**src/rtl/pc_ras_sequencer_if.sv**
```systemverilog
// Control and status bundle between the fetch control logic and the PC/RAS
// sequencer. The master issues stall/branch/call/return requests; the slave
// (the sequencer) returns the current PC, PC+4 and the RAS status.
interface pc_ras_sequencer_if #(
  parameter int WIDTH = 32,
  parameter int PTR_W = 2
);
  logic             stall;
  logic             branch;
  logic [WIDTH-1:0] branch_target;
  logic             call;
  logic [WIDTH-1:0] call_target;
  logic             ret;
  logic [WIDTH-1:0] pc;
  logic [WIDTH-1:0] pc_plus4;
  logic [PTR_W:0]   ras_count;
  logic             ras_overflow;
  logic             ras_underflow;

  modport master (
    output stall, branch, branch_target, call, call_target, ret,
    input  pc, pc_plus4, ras_count, ras_overflow, ras_underflow
  );

  modport slave (
    input  stall, branch, branch_target, call, call_target, ret,
    output pc, pc_plus4, ras_count, ras_overflow, ras_underflow
  );
endinterface

```
**src/rtl/pc_ras_sequencer.sv**
```systemverilog
// Program-counter sequencer with a small circular return-address stack.
// Chooses the next PC from sequential, branch, call and return sources with
// fixed priority stall > ret > call > branch > sequential. Calls push PC+4,
// returns pop it back; a full stack silently overwrites its oldest entry and
// an empty-stack return falls through to PC+4. Both cases raise sticky flags.
module pc_ras_sequencer #(
  parameter int               WIDTH    = 32,
  parameter logic [WIDTH-1:0] RESET_PC = '0,
  parameter int               DEPTH    = 4,
  parameter int               PTR_W    = 2
) (
  input logic                clk,
  input logic                rst,
  pc_ras_sequencer_if.slave  bus
);

  // Clears the low two bits so every loaded PC is word-aligned.
  localparam logic [WIDTH-1:0] ALIGN_MASK = {{(WIDTH-2){1'b1}}, 2'b00};
  localparam logic [WIDTH-1:0] FOUR       = WIDTH'(4);
  localparam logic [PTR_W-1:0] PTR_ONE    = PTR_W'(1);
  localparam logic [PTR_W:0]   CNT_ONE    = (PTR_W+1)'(1);
  localparam logic [PTR_W:0]   CNT_FULL   = (PTR_W+1)'(DEPTH);

  logic [WIDTH-1:0] pc_q;
  logic [WIDTH-1:0] ras [DEPTH];
  logic [PTR_W-1:0] top;
  logic [PTR_W-1:0] top_up;
  logic [PTR_W-1:0] top_down;
  logic [PTR_W:0]   count;
  logic             overflow;
  logic             underflow;
  logic [WIDTH-1:0] pc_plus4;

  assign pc_plus4 = pc_q + FOUR;
  assign top_up   = top + PTR_ONE;
  assign top_down = top - PTR_ONE;

  assign bus.pc            = pc_q;
  assign bus.pc_plus4      = pc_plus4;
  assign bus.ras_count     = count;
  assign bus.ras_overflow  = overflow;
  assign bus.ras_underflow = underflow;

  // PC, stack and sticky flags; one action per cycle chosen by priority.
  always_ff @(posedge clk or posedge rst) begin
    if (rst) begin
      pc_q      <= RESET_PC & ALIGN_MASK;
      top       <= '0;
      count     <= '0;
      overflow  <= 1'b0;
      underflow <= 1'b0;
      for (int i = 0; i < DEPTH; i++) begin
        ras[i] <= '0;
      end
    end else if (!bus.stall) begin
      if (bus.ret) begin
        if (count != '0) begin
          pc_q  <= ras[top] & ALIGN_MASK;
          top   <= top_down;
          count <= count - CNT_ONE;
        end else begin
          pc_q      <= pc_plus4;
          underflow <= 1'b1;
        end
      end else if (bus.call) begin
        ras[top_up] <= pc_plus4;
        top         <= top_up;
        pc_q        <= bus.call_target & ALIGN_MASK;
        if (count == CNT_FULL) begin
          overflow <= 1'b1;
        end else begin
          count <= count + CNT_ONE;
        end
      end else if (bus.branch) begin
        pc_q <= bus.branch_target & ALIGN_MASK;
      end else begin
        pc_q <= pc_plus4;
      end
    end
  end

endmodule

```
**src/flat_wrapper.sv**
```systemverilog
// flat-port wrapper written by rule: the top's interface ports become plain ports
module pc_ras_sequencer_flat 
#(
  parameter int               WIDTH    = 32,
  parameter logic [WIDTH-1:0] RESET_PC = '0,
  parameter int               DEPTH    = 4,
  parameter int               PTR_W    = 2
)
  (clk, rst, bus_stall, bus_branch, bus_branch_target, bus_call, bus_call_target, bus_ret, bus_pc, bus_pc_plus4, bus_ras_count, bus_ras_overflow, bus_ras_underflow);
  pc_ras_sequencer_if #(.WIDTH(WIDTH), .PTR_W(PTR_W)) bus_i ();
  input logic clk;
  input logic rst;
  input wire logic [$bits(bus_i.stall)-1:0] bus_stall;
  input wire logic [$bits(bus_i.branch)-1:0] bus_branch;
  input wire logic [$bits(bus_i.branch_target)-1:0] bus_branch_target;
  input wire logic [$bits(bus_i.call)-1:0] bus_call;
  input wire logic [$bits(bus_i.call_target)-1:0] bus_call_target;
  input wire logic [$bits(bus_i.ret)-1:0] bus_ret;
  output wire logic [$bits(bus_i.pc)-1:0] bus_pc;
  output wire logic [$bits(bus_i.pc_plus4)-1:0] bus_pc_plus4;
  output wire logic [$bits(bus_i.ras_count)-1:0] bus_ras_count;
  output wire logic [$bits(bus_i.ras_overflow)-1:0] bus_ras_overflow;
  output wire logic [$bits(bus_i.ras_underflow)-1:0] bus_ras_underflow;
  assign bus_i.stall = bus_stall;
  assign bus_i.branch = bus_branch;
  assign bus_i.branch_target = bus_branch_target;
  assign bus_i.call = bus_call;
  assign bus_i.call_target = bus_call_target;
  assign bus_i.ret = bus_ret;
  assign bus_pc = bus_i.pc;
  assign bus_pc_plus4 = bus_i.pc_plus4;
  assign bus_ras_count = bus_i.ras_count;
  assign bus_ras_overflow = bus_i.ras_overflow;
  assign bus_ras_underflow = bus_i.ras_underflow;
  pc_ras_sequencer #(.WIDTH(WIDTH), .RESET_PC(RESET_PC), .DEPTH(DEPTH), .PTR_W(PTR_W)) u_core (.clk(clk), .rst(rst), .bus(bus_i));
endmodule
```
**config.mk**
```make
export PLATFORM = sky130hd
export DESIGN_NAME = pc_ras_sequencer_flat
export DESIGN_NICKNAME = d
export VERILOG_FILES = /design/src/rtl/pc_ras_sequencer_if.sv /design/src/rtl/pc_ras_sequencer.sv /design/src/flat_wrapper.sv
export SDC_FILE = /design/constraint.sdc
export NUM_CORES = 1
export LEC_CHECK = 0
export BUFFER_PORTS_ARGS = -buffer_cell sky130_fd_sc_hd__buf_2
export CAP_MARGIN = 40
export CORE_UTILIZATION = 55
export CTS_BUF_LIST = sky130_fd_sc_hd__clkbuf_4
export DETAILED_ROUTE_END_ITERATION = 7
export GPL_TIMING_DRIVEN = 0
export PLACE_DENSITY = 0.78
export SLEW_MARGIN = 25
export SYNTH_ARGS = -nofsm -noshare
export SYNTH_HDL_FRONTEND = slang
export SYNTH_SLANG_ARGS = --single-unit
```
**constraint.sdc**
```tcl
create_clock -name clk -period 7.25 [get_ports clk]
set_input_delay 1.45 -clock clk [delete_from_list [all_inputs] [get_ports clk]]
set_output_delay 1.45 -clock clk [all_outputs]
set_load 0.01 [all_outputs]
```
# == Word-level counts from Yosys, hierarchy flattened ==
# Cells that the tools add are included.
# totals
in_bits,70
output_inout_bits,69
regBits,167
# classes
n_lt_le_gt_ge,3
n_addsub,5
n_mux,17
n_reduce_logical,8
bitwise_logic,5
eq_ne,3
# ops
op,count
$mux W32,7
$bwmux W128,1
$bmux W32 S2,1
$demux W32 S2,1
$add A32 B3 Y32 const B,1
$mux W3,4
$reduce_and A3 Y1,3
$reduce_and A4 Y1,2
$ge A3 B3 Y1 const B,2
$mux W2,3
$not A2 Y3,2
$add A3 B1 Y3 const B,1
$eq A3 B3 Y1 const B,1
$lt A3 B1 Y1 const B,1
$not A1 Y1,3
$reduce_bool A3 Y1,1
$sub A3 B1 Y3 const B,1
$add A2 B1 Y2 const B,1
$ne A2 B1 Y1 const B,1
$ne A2 B2 Y1 const B,1
$reduce_bool A2 Y1,1
$sub A2 B1 Y2 const B,1
$logic_and A1 B1 Y1,1

# == Depth between registers and ports, before layout ==
# depth
ltp_word,7
mapped_depth,9
ltp_nobuf,7

# == Least setup slack after synthesis ==
# Ideal clock, no wire load.
# synth_timing
path_kind,register to output
start,"register u_core.pc_q[2], in the netlist u_core.bus.pc[2]"
end,output port bus_pc_plus4[22]
required_ps,5800
stages_incl_launch_ff,8
t_arrival_ps,1960
path_buffers,1
path_slack_ps,3840
cell_sequence,dfrtp_1 > ha_1 > nand4_2 > nor4_2 > buf_4 > nand3_1 > xor2_1 > inv_1
# synth_via
elab_chain_cells,1
# synth_lines
item,line_no,rtl
"start, declared",pc_ras_sequencer.sv:24,logic [WIDTH-1:0] pc_q;
"start signal, assigned",pc_ras_sequencer.sv:47,pc_q <= RESET_PC & ALIGN_MASK;
"start signal, assigned",pc_ras_sequencer.sv:58,pc_q <= ras[top] & ALIGN_MASK;
"start signal, assigned",pc_ras_sequencer.sv:62,pc_q <= pc_plus4;
$add A32 B3 Y32,pc_ras_sequencer.sv:34,assign pc_plus4 = pc_q + FOUR;
"end, declared",flat_wrapper.sv:20,output wire logic [$bits(bus_i.pc_plus4)-1:0] bus_pc_plus4;
# No other way between the ends.

# == Worst setup path in the final report ==
# Ends and elaborated chain as after synthesis.

==> metrics.cfg <==
[cells_and_area]
multi_input_area_um2=3746
area_delta_synth_final_pct=14.36
nets=1040
ff_latch_area_um2=3929
final_util_pct=64.26
fill_cells=1278
drive_gt1_share_pct=24.97

[min_path]
hold_path.class=flop to flop
hold_start=u_core.bus.ras_underflow

[drt]
via_count=7274
routed_wl_um=24790
drtIter0Drc=887
via_per_inst=6.260
firstDrtPassIters=7
ant_nets=0
drc=0
routedWlPerCell_um=21.33

[placement]
gp_congestion=0.9125
place_hpwl_um=17570
dp_slack_ps=3171
port_buffers=127

[outcome]
outcome=finished, final reports clean

[logic_synthesis]
synth_area_leaders=dfrtp_1, mux4_2, a21oi_1, nor2_1, nand2_1
synth_cells=814
yosys.area.top_type_share_pct=48.11
yosysWarnings=0
synth_top_family_by_area=compound AO/OA/AOI/OAI gates
synth_compound_area_share_pct=19.03
synthArstFlopShare_pct=100.0
synth_edf_count=0
ys.flop_type=dfrtp_1
yosysTopAreaCell=dfrtp_1
synth_most_common_cell=dfrtp_1
ys_types=62
seq_area_frac_synth_pct=48.11
syn_area_um2=8167
muxShareOfSynthArea_pct=8.549
synth_xor_area_share_pct=4.075
synth_seq_cells=157
synth.top_cells.by_count=dfrtp_1, a21oi_1, nor2_1, nand2_1, inv_1
postSynthAreaPerCell_um2=10.03
synth-simple-area-share_pct=13.02
synthAdderAreaFrac_pct=1.011

[job]
drv_cap=0

[floorplanning]
start_util_pct=56.19
die_area_um2=15340
core.rowCount=44
die_h_um=123.9
die_x_um=123.9
core_area_um2=14530
io_pins=139

[clock_network]
cts_tree=done
cts_root_buffer=clkbuf_4
cts_htree_levels=4
clkSinkCount=157
clk_latency_ps=580
ctsResizeCount=0
path_clk_slew_ps=120
postCtsSetupBuffers=0
cts_hold_buffers=0
cts_buffer_depth=2
cts_buffers=17

[timing]
skew_ps=23.38
fin_crit_sh_pct=65.12
setup_slack_ps=2529
setup-violations-final=0
min_period_ps=4721
worst_slew_pin_slew_ps=786.9
grt_setup_unrepaired=no
fmax_ghz=0.2118
maxSlewViolCount=0
hold_viol=0
slew_headroom_pct=47.54
holdWs_ps=466.9

[global_route]
track_usage_pct=34.33
grt_pass1_wl_um=37710
antenna_found_initial=0
grt_pass1_vias=6771
grt_max_degree=84
grt_overflow=0

[setup_path]
start_kind=flop
required_ps=5800
worstPathMaxFanout=10
startpoint=u_core.bus.pc[2]
reg2reg_from=u_core.top[1]
worstPathArrival_ps=3270
path_cells=ha_1 -> nand4_2 -> nor4_2 -> buf_4 -> nand3_1 -> xor2_1 -> inv_1 -> buf_2
slowest_delay_ps=580
end_kind=output port
crit_slowest_cell=dfrtp_1
crit_type=flop to output port

[power_and_ir_drop]
total_power_w=0.003876
p_leak_nw=4.294
power_density_nw_per_um2=415.0
vdd_ir_drop_max_mv=0.2453

-- area by class of cell --
cell class	count	share of cell area (%)
diodes	1	0.02680
plain buffers	61	3.215
clock buffers	21	1.688
well taps	184	2.465
flip-flops and latches	157	42.07
clock inverters	11	1.072
inverters	54	2.251
multi-input cells	545	40.11
repair buffers	128	7.101
-- registers in the layout, indices dropped and copies added, names as in the netlist --
name	count
u_core.bus.ras_overflow	1
u_core.top	2
u_core.bus.pc	30
u_core.ras	120
u_core.bus.ras_count	3
u_core.bus.ras_underflow	1
-- through the flow --
step	area, µm²	cells	setup TNS, ps
after floorplan	8178	817	0
after global placement	9044	1128	-33410
after detailed placement	9079	1129	0
after global routing	9336	1161	0
final	9339	1162	0
after CTS	9336	1161	0
-- cell usage in the layout (no fill, tap or decap), drive strengths merged, types with 6 or more instances in the layout --
cell and n:
a221o 7, nand4 9, buf 159, nand3 14
xor2 8, nor3 6, a221oi 25, clkinv 10
xnor2 24, a22o 11, dfrtp 157, nand2 69
clkbuf 51, nor2 93, nor4 6, inv 53
a2bb2oi 14, and3 8, a21oi 113, o21ai 57
o21a 6, mux4 30
-- logic make-up (layout without fill, tap and decap cells) --
group,after synthesis,after routing
compound gates,251,251
fa+ha+maj,6,6
buf+inv,115,275
other cells,1,5
mux,32,32
flops,157,157
simple gates,220,220
xor+xnor,32,32
-- power by group --
| group | leakage [nW] | internal [W] | switching (W) | total (W) |
|---|---|---|---|---|
| Combinational | 2.29 | 0.000793 | 0.000940 | 0.00173 |
| Clock | 0.151 | 0.000212 | 0.000301 | 0.000513 |
| Sequential | 1.86 | 0.00129 | 0.000340 | 0.00163 |
| Total | 4.29 | 0.00229 | 0.00158 | 0.00388 |
-- worst max-delay path, delay by kind of cell (launching register included) --
family                   cells  cell delay, ps
flip-flops                   1             580
AND/OR/NAND/NOR              3             880
XOR/XNOR                     1             420
buffers and inverters        3             490
adder cells (fa/ha/maj)      1             330
-- path summary, 6_finish.rpt --
| kind | slack [ps] | end | cells past startpoint |
|---|---|---|---|
| worst max-delay path | 2530 | bus_pc_plus4[22] | 8 |
| worst min register to register | 470 | u_core.bus.ras_underflow | 1 |
| worst max register to register | 4160 | u_core.ras[57] | 8 |
| min in group asynchronous | 900 | u_core.ras[13] | 2 |
| worst min-delay path | 470 | u_core.bus.ras_underflow | 1 |
| max in group asynchronous | 5580 | u_core.ras[126] | 3 |
-- per-layer routing --
layer  share of wire (%)  track usage, %  wire length (µm)
met5                   0               0                 0
met2                  46           50.56             11290
met1                  40           48.43              9987
met4                 4.5           17.39              1121
met3                 9.6           6.914              2390
No activity file was read; power rests on OpenSTA's default activity.
